### src/rtl/bsg_manycore_link_fifo_serdes.sv
// bsg_manycore_link_fifo_serdes
//
// Bridges manycore request packets and a narrower host FIFO link.
//   - Serializer: takes one packet on pkt_i/pkt_v_i (yumi handshake) and emits
//     it as beats_lp beats on fifo_data_o/fifo_v_o, LSB beat first. The last
//     beat is zero-padded above packet_width_p.
//   - Deserializer: collects beats_lp beats from fifo_data_i/fifo_v_i and
//     presents the packet on pkt_o/pkt_v_o until pkt_ready_i. A held packet can
//     drain in the same cycle that the first beat of the next one arrives.
//   - Optional credit counter bounds the number of outstanding host-bound
//     packets. It is compiled in only when BSG_MANYCORE_LINK_FIFO_SERDES_CREDIT_EN
//     is defined. Otherwise credits_o reads max_out_credits_p and
//     credit_return_v_i is ignored.
//
// Ports
//   clk_i, reset_n_i        clock, asynchronous active-low reset
//   pkt_i/pkt_v_i           packet in, pkt_yumi_o consumes it
//   fifo_data_o/fifo_v_o    outgoing beat, fifo_ready_i accepts it
//   fifo_data_i/fifo_v_i    incoming beat, fifo_ready_o accepts it
//   pkt_o/pkt_v_o           reassembled packet, pkt_ready_i accepts it
//   credit_return_v_i       host returns one credit
//   credits_o               registered available credit count
//
// Serializer states
//   state | meaning
//   IDLE  | no packet held, may consume pkt_i
//   SEND  | packet held, presenting beat idx_q on the link
//
// packet_width_p has no meaningful default; instantiators always set it.

module bsg_manycore_link_fifo_serdes #(
   parameter int packet_width_p    = 100,
   parameter int fifo_width_p      = 32,
   parameter int max_out_credits_p = 16,
   localparam int beats_lp         = (packet_width_p + fifo_width_p - 1) / fifo_width_p,
   localparam int credit_width_lp  = $clog2(max_out_credits_p + 1)
) (
   input  logic                       clk_i,
   input  logic                       reset_n_i,

   input  logic [packet_width_p-1:0]  pkt_i,
   input  logic                       pkt_v_i,
   output logic                       pkt_yumi_o,

   output logic [fifo_width_p-1:0]    fifo_data_o,
   output logic                       fifo_v_o,
   input  logic                       fifo_ready_i,

   input  logic [fifo_width_p-1:0]    fifo_data_i,
   input  logic                       fifo_v_i,
   output logic                       fifo_ready_o,

   output logic [packet_width_p-1:0]  pkt_o,
   output logic                       pkt_v_o,
   input  logic                       pkt_ready_i,

   input  logic                       credit_return_v_i,
   output logic [credit_width_lp-1:0] credits_o
);

   localparam int pad_width_lp = beats_lp * fifo_width_p;
   localparam int idx_width_lp = (beats_lp > 1) ? $clog2(beats_lp) : 1;
   localparam int cnt_width_lp = $clog2(beats_lp + 1);

   // Low until the first clock edge after reset release; keeps both ready and
   // yumi deasserted while in reset and on the release cycle itself.
   logic alive_q;
   logic credit_avail;

   always_ff @(posedge clk_i or negedge reset_n_i) begin
      if (!reset_n_i) alive_q <= 1'b0;
      else            alive_q <= 1'b1;
   end

   // ---------------------------------------------------------------- serializer
   typedef enum logic {SER_IDLE, SER_SEND} ser_state_e;

   ser_state_e                ser_state_q, ser_state_d;
   logic [idx_width_lp-1:0]   idx_q, idx_d;
   logic [packet_width_p-1:0] ser_pkt_q, ser_pkt_d;
   logic [pad_width_lp-1:0]   ser_pkt_pad;

   assign ser_pkt_pad = pad_width_lp'(ser_pkt_q);
   assign fifo_data_o = ser_pkt_pad[int'(idx_q) * fifo_width_p +: fifo_width_p];

   always_comb begin
      ser_state_d = ser_state_q;
      idx_d       = idx_q;
      ser_pkt_d   = ser_pkt_q;
      pkt_yumi_o  = 1'b0;
      fifo_v_o    = 1'b0;
      unique case (ser_state_q)
         SER_IDLE: begin
            pkt_yumi_o = alive_q & pkt_v_i & credit_avail;
            if (pkt_yumi_o) begin
               ser_pkt_d   = pkt_i;
               idx_d       = '0;
               ser_state_d = SER_SEND;
            end
         end
         SER_SEND: begin
            fifo_v_o = 1'b1;
            if (fifo_ready_i) begin
               if (idx_q == idx_width_lp'(beats_lp - 1)) ser_state_d = SER_IDLE;
               else                                       idx_d       = idx_q + 1'b1;
            end
         end
         default: ser_state_d = SER_IDLE;
      endcase
   end

   always_ff @(posedge clk_i or negedge reset_n_i) begin
      if (!reset_n_i) begin
         ser_state_q <= SER_IDLE;
         idx_q       <= '0;
      end else begin
         ser_state_q <= ser_state_d;
         idx_q       <= idx_d;
      end
   end

   always_ff @(posedge clk_i) begin
      ser_pkt_q <= ser_pkt_d;
   end

   // -------------------------------------------------------------- deserializer
   logic [cnt_width_lp-1:0]   rx_cnt_q, rx_cnt_d;
   logic [packet_width_p-1:0] rx_pkt_q;
   wire  [packet_width_p-1:0] rx_pkt_d;
   logic                      rx_full, rx_drain, rx_accept;
   logic [cnt_width_lp-1:0]   rx_slot;

   assign rx_full      = (rx_cnt_q == cnt_width_lp'(beats_lp));
   assign rx_drain     = rx_full & pkt_ready_i;
   assign fifo_ready_o = alive_q & (~rx_full | pkt_ready_i);
   assign rx_accept    = fifo_v_i & fifo_ready_o;
   // A beat arriving while the held packet drains is the first beat of the next.
   assign rx_slot      = rx_drain ? '0 : rx_cnt_q;

   assign pkt_v_o = rx_full;
   assign pkt_o   = rx_pkt_q;

   // Each slot only keeps the bits that land inside packet_width_p; the upper
   // bits of the last beat are dropped here.
   for (genvar b = 0; b < beats_lp; b++) begin : g_slot
      localparam int lo_lp = b * fifo_width_p;
      localparam int w_lp  = (packet_width_p - lo_lp < fifo_width_p) ?
                             (packet_width_p - lo_lp) : fifo_width_p;
      assign rx_pkt_d[lo_lp +: w_lp] =
         (rx_accept && (rx_slot == cnt_width_lp'(b))) ? fifo_data_i[w_lp-1:0]
                                                      : rx_pkt_q[lo_lp +: w_lp];
   end

   always_comb begin
      rx_cnt_d = rx_cnt_q;
      if (rx_drain)       rx_cnt_d = rx_accept ? cnt_width_lp'(1) : '0;
      else if (rx_accept) rx_cnt_d = rx_cnt_q + 1'b1;
   end

   always_ff @(posedge clk_i or negedge reset_n_i) begin
      if (!reset_n_i) rx_cnt_q <= '0;
      else            rx_cnt_q <= rx_cnt_d;
   end

   always_ff @(posedge clk_i) begin
      rx_pkt_q <= rx_pkt_d;
   end

   // ------------------------------------------------------------------- credits
`ifdef BSG_MANYCORE_LINK_FIFO_SERDES_CREDIT_EN
   logic [credit_width_lp-1:0] credits_q, credits_d;

   always_comb begin
      credits_d = credits_q;
      if (pkt_yumi_o && !credit_return_v_i)
         credits_d = credits_q - 1'b1;
      else if (!pkt_yumi_o && credit_return_v_i &&
               (credits_q != credit_width_lp'(max_out_credits_p)))
         credits_d = credits_q + 1'b1;
   end

   always_ff @(posedge clk_i or negedge reset_n_i) begin
      if (!reset_n_i) credits_q <= credit_width_lp'(max_out_credits_p);
      else            credits_q <= credits_d;
   end

   assign credit_avail = (credits_q != '0);
   assign credits_o    = credits_q;

   // A return with every credit already home is a host protocol bug; the
   // counter saturates and simulation flags it.
   credit_overflow_a: assert property (@(posedge clk_i) disable iff (!reset_n_i)
      !(credit_return_v_i && !pkt_yumi_o &&
        (credits_q == credit_width_lp'(max_out_credits_p))));
`else
   wire unused_credit_return = credit_return_v_i;

   assign credit_avail = 1'b1;
   assign credits_o    = credit_width_lp'(max_out_credits_p);
`endif

endmodule

### config.mk
export PLATFORM = sky130hd
export DESIGN_NAME = bsg_manycore_link_fifo_serdes
export DESIGN_NICKNAME = d
export VERILOG_FILES = /design/src/rtl/bsg_manycore_link_fifo_serdes.sv
export SDC_FILE = /design/constraint.sdc
export NUM_CORES = 1
export LEC_CHECK = 0
export BUFFER_PORTS_ARGS = -buffer_cell sky130_fd_sc_hd__buf_2
export CAP_MARGIN = 15
export CORE_UTILIZATION = 35
export CTS_CLUSTER_SIZE = 10
export DETAILED_ROUTE_END_ITERATION = 8
export SYNTH_ARGS = -nofsm -noshare
export SYNTH_HDL_FRONTEND = slang
export SYNTH_SLANG_ARGS = --single-unit
### constraint.sdc
create_clock -name clk_i -period 20.7 [get_ports clk_i]
set_input_delay 4.14 -clock clk_i [delete_from_list [all_inputs] [get_ports clk_i]]
set_output_delay 4.14 -clock clk_i [all_outputs]
set_load 0.05 [all_outputs]
# Word level (Yosys, flattened, before mapping)
# Cells that the tools add are included.
# op_classes
n_addsub,2
n_eq_ne,8
shifts,1
mux,14
n_bitwise,7
n_reduce_logical,8
# ops
op,count
$shiftx 128x8->32,1
$mux 3,3
$eq 3x2->1 const B,2
$mux 1,6
$mux 2,3
$ne 2x2->1 const B,3
$and 1x1->1,4
$logic_and 1x1->1,4
$pmux 2 s2,1
$add 3x1->3 const B,1
$eq 3x1->1 const B,1
$eq 3x3->1 const B,1
$logic_not 3->1,1
$reduce_and 3->1,1
$add 2x1->2 const B,1
$eq 2x2->1 const B,1
$not 1->1,2
$pmux 1 s2,1
$reduce_and 2->1,1
$reduce_bool 2->1,1
$or 1x1->1,1
# totals
reg_bits,207
input_bits,139
output_inout_bits,141
elab_cells,49

# Depth between registers and ports, before layout
# Gate-level depths: netlist (run 1).
# logic_depth
ltp_word,7
ltp_mapped,6
depth_no_buf,5

# Worst setup path before layout (run 1)
# Ideal clock, no wire load.
# synth_timing
path_type,input -> output
from,input pkt_v_i
to,output pkt_yumi_o
arrival_time_ps,8971
required_time_ps,16560
slack_ps,7589
path_stages,2
path_buffers,0
cell_sequence,nand2_1 > nor2_1
# synth_between
elab_chain_cells,2
# synth_lines
item,line_no,rtl
"start, declared",42,"input logic pkt_v_i,"
$and 1x1->1,94,pkt_yumi_o = alive_q & pkt_v_i & credit_avail;
$mux 1,92,unique case (ser_state_q)
"end, declared",43,"output logic pkt_yumi_o,"
# No other way between the ends.

# Final worst setup path (run 1)
# Ends and elaborated chain as after synthesis.

==> results of run 1 <==
## cells in the mapped netlist, types with 3 or more instances
library cell / number / area (µm²)
dfrtp_1: 7 / 175
mux4_2: 4 / 90.1
inv_1: 5 / 18.8
mux2i_1: 29 / 290
o21ai_1: 3 / 15.0
buf_6: 6 / 67.6
ha_1: 6 / 75.1
nand2_1: 32 / 120
buf_4: 7 / 52.6
and2_1: 5 / 31.3
o21ai_0: 25 / 125
a21oi_1: 4 / 20.0
edfxtp_1: 200 / 6010
a31oi_1: 3 / 18.8
## area by class of cell
type	count	area share [%]
sequential	207	64.9
timing repair buffer	279	14.8
multi-input combinational	129	9.51
clock buffer	34	7.03
tap	270	3.55
inverter	5	0.197
## through the flow
| step | hold WS (ns) | setup slack (ns) | area [µm²] |
|---|---|---|---|
| after floorplan | 0.532 | 7.59 | 7230 |
| after global placement | 0.552 | 11.37 | 8860 |
| after detailed placement | 0.580 | 11.33 | 8860 |
| after CTS | 0.593 | 11.32 | 9530 |
| after global routing | 0.626 | 11.27 | 9530 |
| final | 0.581 | 11.36 | 9530 |
## cells by family after synthesis
kind of cell	synth area share [%]
compound gates	2.88
fa+ha+maj	1.04
buf+inv	2.10
simple gates	2.79
other cells	0.104
flops	85.7
mux	5.43
## power groups by stage
stage          clock network [mW]  registers, mW  logic (mW)
2_1_floorplan                   0          0.584       0.248
3_3_place_gp                    0          0.528       0.382
3_5_place_dp                    0          0.530       0.387
4_1_cts                     0.375          0.521       0.388
5_1_grt                     0.391          0.525       0.405
6_report                    0.362          0.521       0.381
## final timing paths
check	from	endpoint	cells after the start	slack (ns)
setup reg to reg	alive_q	ser_pkt_q[41]	3	18.30
setup / recovery	pkt_v_i	pkt_yumi_o	4	11.36
hold / removal	rx_cnt_q[1]	rx_cnt_q[1]	1	0.58
max in group asynchronous	reset_n_i	idx_q[1]	1	17.06
min in group asynchronous	reset_n_i	alive_q	1	3.47
hold reg to reg	rx_cnt_q[1]	rx_cnt_q[1]	1	0.58
## flip-flops by register name, summed over array words and instances (netlist names)
name / cells
idx_q: 2
ser_pkt_q: 100
ser_state_q: 1
alive_q: 1
rx_cnt_q: 3
pkt_o: 100
## routing by layer
layer	vias to the layer above	track usage, %
met5	-	0
met4	0	4.79
met3	30	5.30
met2	245	23.9
met1	1845	15.3
li1	1932	-
==> reports/qor.txt, run 1 <==
Tcrit/Tclk final -> 45.1%
Worst hold path class -> flip-flop to flip-flop
DR top layer -> met4
Startpoint Class -> input port
Crit path max fanout -> 19
Total grt overflow -> 0
Maximum vdd drop -> 74.6 µV
Number of library cell types mapped by synthesis -> 27
Total Routed Length -> 14,700 µm
First-pass GRT wire length -> 22,300 µm
# diodes -> 0
Most common cell after layout, fill and taps aside -> buf_2
Cell Pwr Density -> 133 mW/mm²
Routability-driven placement congestion ratio -> 0.771
Postcts setup bufs -> 0
IO buf count -> 273
Final Util -> 47.1%
Wl on met1 -> 5520 µm
Register bit total from synthesis -> 207
Worst skew pair latency -> 0.50 ns
Syn-to-layout area delta -> 32.0%
Met3 wire len -> 1640 µm
Psw -> 0.450 mW
Max H-tree Level -> 1
Part of the power in registers -> 41.2%
Share of layout cells above drive strength 1 -> 47.7%
Crit-path cells -> buf_2 -> nand2_1 -> nor2_4 -> buf_2
RSZ-0062 raised after global routing -> false
Die X-Extent -> 146 µm
WP data required -> 16.56 ns
Vias in the first global route -> 4,262
Setup crit end kind -> output pin
Setup CP Type -> input port to output pin
Initial core utilization -> 35.7%
# rows -> 52
Max Clk Rate -> 0.107 GHz
Post-route ant nets -> 0
CTS Sinks -> 207
Initial antenna violation count -> 1
Logic pwr share -> 30.2%
CTS max path bufs -> 3
Worst path max stage delay -> 0.51 ns
Least-Margin Pin Slew -> 1.01 ns
Final #Nets -> 791
Minimum clock period -> 9.34 ns
Endpoints failing setup -> 0
Status -> finished, final reports clean
All-layer global routing usage -> 13.7%
Maximum capacitance violations -> 0
Initial drt markers -> 112
Internal Pwr Total -> 0.815 mW
CTS resizes -> 0
Slew Viols, Final -> 0
Slowest cell on crit path -> nor2_4
Post-synthesis async set-or-reset flop share -> 3.38%
Met2 wire length -> 7140 µm
Router iterations before antenna repair -> 4
Largest net degree at the start of global routing -> 84
Num ports -> 280
Residual DRC count -> 0
Clock root buffer -> clkbuf_16
Main flop type after synthesis -> edfxtp_1
Worst Path Arrival -> 5.20 ns
Clk network pwr share -> 28.6%
Worst path most repeated cell -> buf_2
Routed len/inst -> 15.9 µm
CP delay by family, top -> simple AND/OR/NAND/NOR gates
Core area -> 0.0202 mm²
CTS tree -> yes
Cell area after synthesis -> 0.00722 mm²
Sequential cell area -> 0.00618 mm²
Die area -> 0.0212 mm²
Multi-input gate area in the final layout -> 906 µm²
Dpl hpwl -> 10,100 µm
Crit path buffers/inverters -> 2
Clk pin slew, worst setup/hold paths -> 0.05 ns
Setup TNS -> 0 ns
TritonCTS buffer count -> 24
Final Skew -> 0.0119 ns
Placed Instances -> 890
Endpoints failing hold -> 0
Most frequent cells in the layout -> 273 x buf_2, 200 x edfxtp_1, 32 x nand2_1
Max_slew headroom -> 32.7%
Avg Synthesized Cell Area -> 20.4 µm²
Switching Fraction -> 35.6%
Hold-fix buffer count after cts -> 0
Fill count -> 1,752
Post-synthesis sequential area ratio -> 85.7%
Finished Layout Cells -> 924
Vias/cell -> 4.39
Pleak -> 3.72 nW
Synth warn -> 0
Vias -> 4,052
Number of synthesized flops with an enable pin -> 200
Die height -> 146 µm
Mapped Cells -> 353
Final Total Pwr -> 1.26 mW
(Power assumes the default switching activity.)
==> inputs of run 2 (changes only) <==
==> constraint.sdc (replaced) <==
create_clock -name clk_i -period 9.4 [get_ports clk_i]
set_input_delay 1.88 -clock clk_i [delete_from_list [all_inputs] [get_ports clk_i]]
set_output_delay 1.88 -clock clk_i [all_outputs]
set_load 0.05 [all_outputs]
==> run 2 against run 1 <==
Register-to-register slack worse by 11 ns. Utilization barely moved. Sequential power rose by 120%. Global-route usage decreased by 0.37 points. Design area barely moved. Die area stayed put. Routed wire length shrank 2.0%. Cell count unchanged. Worst setup slack lost 6.7 ns. Clock power rose by 120%. Hold slack lost 0.0018 ns. Critical path type unchanged.
==> reports/qor.txt, run 2 (synthesis results as in run 1) <==
TritonCTS buffer count -> 24 (unchanged)
Total grt overflow -> 0 (unchanged)
Most frequent cells in the layout -> 273 x buf_2, 200 x edfxtp_1, 32 x nand2_1
Clock root buffer -> clkbuf_16
WP data required -> 7.52 ns (-9.04 ns)
Fill count -> 1,723 (-1.7%)
Core area -> 0.0202 mm² (unchanged)
Tcrit/Tclk final -> 51.0%
Max_slew headroom -> 34.3% (+1.6 points)
Max H-tree Level -> 1 (unchanged)
Cell Pwr Density -> 291 mW/mm² (+120%)
Met2 wire length -> 6880 µm (-3.6%)
Initial antenna violation count -> 0 (-1)
Startpoint Class -> input port
Dpl hpwl -> 10,100 µm (-0.59%)
Worst skew pair latency -> 0.51 ns (about the same)
CTS max path bufs -> 3 (unchanged)
Flop2flop setup slack -> 7.07 ns (-11.23 ns)
Worst Path Arrival -> 2.91 ns (-2.29 ns)
Minimum clock period -> 4.79 ns
Total Routed Length -> 14,400 µm (-2.0%)
Endpoints failing setup -> 0 (unchanged)
Setup TNS -> 0 ns (unchanged)
Hold EP -> rx_cnt_q[1]
CTS tree -> yes
Final #Nets -> 791 (unchanged)
Met3 wire len -> 1650 µm (+0.92%)
Maximum capacitance violations -> 0 (unchanged)
Setup CP Type -> input port to output pin
Status -> finished, final reports clean
Setup crit end kind -> output pin
First-pass GRT wire length -> 22,000 µm (-1.6%)
Max Clk Rate -> 0.209 GHz
Initial core utilization -> 35.7% (unchanged)
Vias in the first global route -> 4,241 (-0.49%)
# rows -> 52 (unchanged)
Final Skew -> 0.0138 ns (+0.00193 ns)
RSZ-0062 raised after global routing -> false
Hold-fix buffer count after cts -> 0 (unchanged)
IO buf count -> 273 (unchanged)
Least-Margin Pin Slew -> 0.986 ns (-0.0244 ns)
CTS Sinks -> 207 (unchanged)
Pleak -> 3.72 nW (-0.15%)
Vias -> 4,132 (+2.0%)
Largest net degree at the start of global routing -> 84 (unchanged)
Slew Viols, Final -> 0 (unchanged)
Crit path max fanout -> 19 (unchanged)
Endpoints failing hold -> 0 (unchanged)
Router iterations before antenna repair -> 4 (unchanged)
Wl on met1 -> 5490 µm (-0.53%)
Routed len/inst -> 15.6 µm (-2.0%)
Final hold slack -> 0.579 ns (-0.00182 ns)
# diodes -> 0 (unchanged)
Initial drt markers -> 121 (+8.0%)
Maximum vdd drop -> 186 µV (+150%)
DR top layer -> met4
Clk pin slew, worst setup/hold paths -> 0.05 ns (about the same)
Syn-to-layout area delta -> 31.9% (about the same)
Die height -> 146 µm (unchanged)
All-layer global routing usage -> 13.3% (-0.37 points)
Post-route ant nets -> 0 (unchanged)
Worst hold path class -> flip-flop to flip-flop
Most common cell after layout, fill and taps aside -> buf_2
Min-delay src -> rx_cnt_q[1]
Share of layout cells above drive strength 1 -> 47.7% (unchanged)
Die area -> 0.0212 mm² (unchanged)
R2R depth -> 3 (unchanged)
Vias/cell -> 4.47 (+2.0%)
Final Total Pwr -> 2.77 mW (+120%)
Worst reg2reg endpoint -> ser_pkt_q[37]
Reg2reg start -> alive_q
CTS resizes -> 0 (unchanged)
Num ports -> 280 (unchanged)
Routability-driven placement congestion ratio -> 0.781 (+1.2%)
Hold path cells -> 1 (unchanged)
Die X-Extent -> 146 µm (unchanged)
Postcts setup bufs -> 0 (unchanged)
Residual DRC count -> 0 (unchanged)
run 2: cell count changes in the layout (fill, tap and decap cells not counted):
cell / change
clkbuf_16: -1
clkinv_8: +1
run 2: per-stage QoR:
stage	instances	setup slack [ns]	instance area (µm²)	utilization (%)
after CTS	924	4.57	9520	47.0
after floorplan	357	0.809	7230	-
after detailed placement	890	4.57	8860	43.8
final	924	4.61	9520	47.0
after global placement	890	4.59	8860	43.8
after global routing	924	4.53	9520	47.0
run 2: area by class of cell:
class / instances / area [µm²] / share of cell area (%)
clock buffers: 33 / 644 / 6.77
clock inverters: 1 / 16.3 / 0.171
inverters: 5 / 18.8 / 0.197
multi-input cells: 129 / 906 / 9.52
flip-flops and latches: 207 / 6180 / 65.0
well taps: 270 / 338 / 3.55
repair buffers: 279 / 1410 / 14.8
run 2: worst max-delay path by stage:
stage / from / cells after the start / slack, ns / end
floorplan: pkt_v_i / 2 / 0.81 / pkt_yumi_o
global placement: pkt_v_i / 4 / 4.59 / pkt_yumi_o
detailed placement: pkt_v_i / 4 / 4.57 / pkt_yumi_o
CTS: pkt_v_i / 4 / 4.57 / pkt_yumi_o
global route: pkt_v_i / 4 / 4.53 / pkt_yumi_o
finish: pkt_v_i / 4 / 4.61 / pkt_yumi_o
run 2: critical path, cell delays in order:
cell and delay, ns:
buf_2 0.08, nand2_1 0.08, nor2_4 0.47, buf_2 0.39
run 2: routing by layer:
layer | GRT usage, % | vias up
met5 | 0 | -
met4 | 4.84 | 0
li1 | - | 1932
met2 | 22.7 | 247
met3 | 4.67 | 30
met1 | 15.6 | 1923
run 2: report_power, final:
part	total [mW]	internal (mW)	switching (mW)
sequential	1.15	1.12	0.0316
combinational	0.836	0.194	0.642
clock	0.785	0.470	0.316
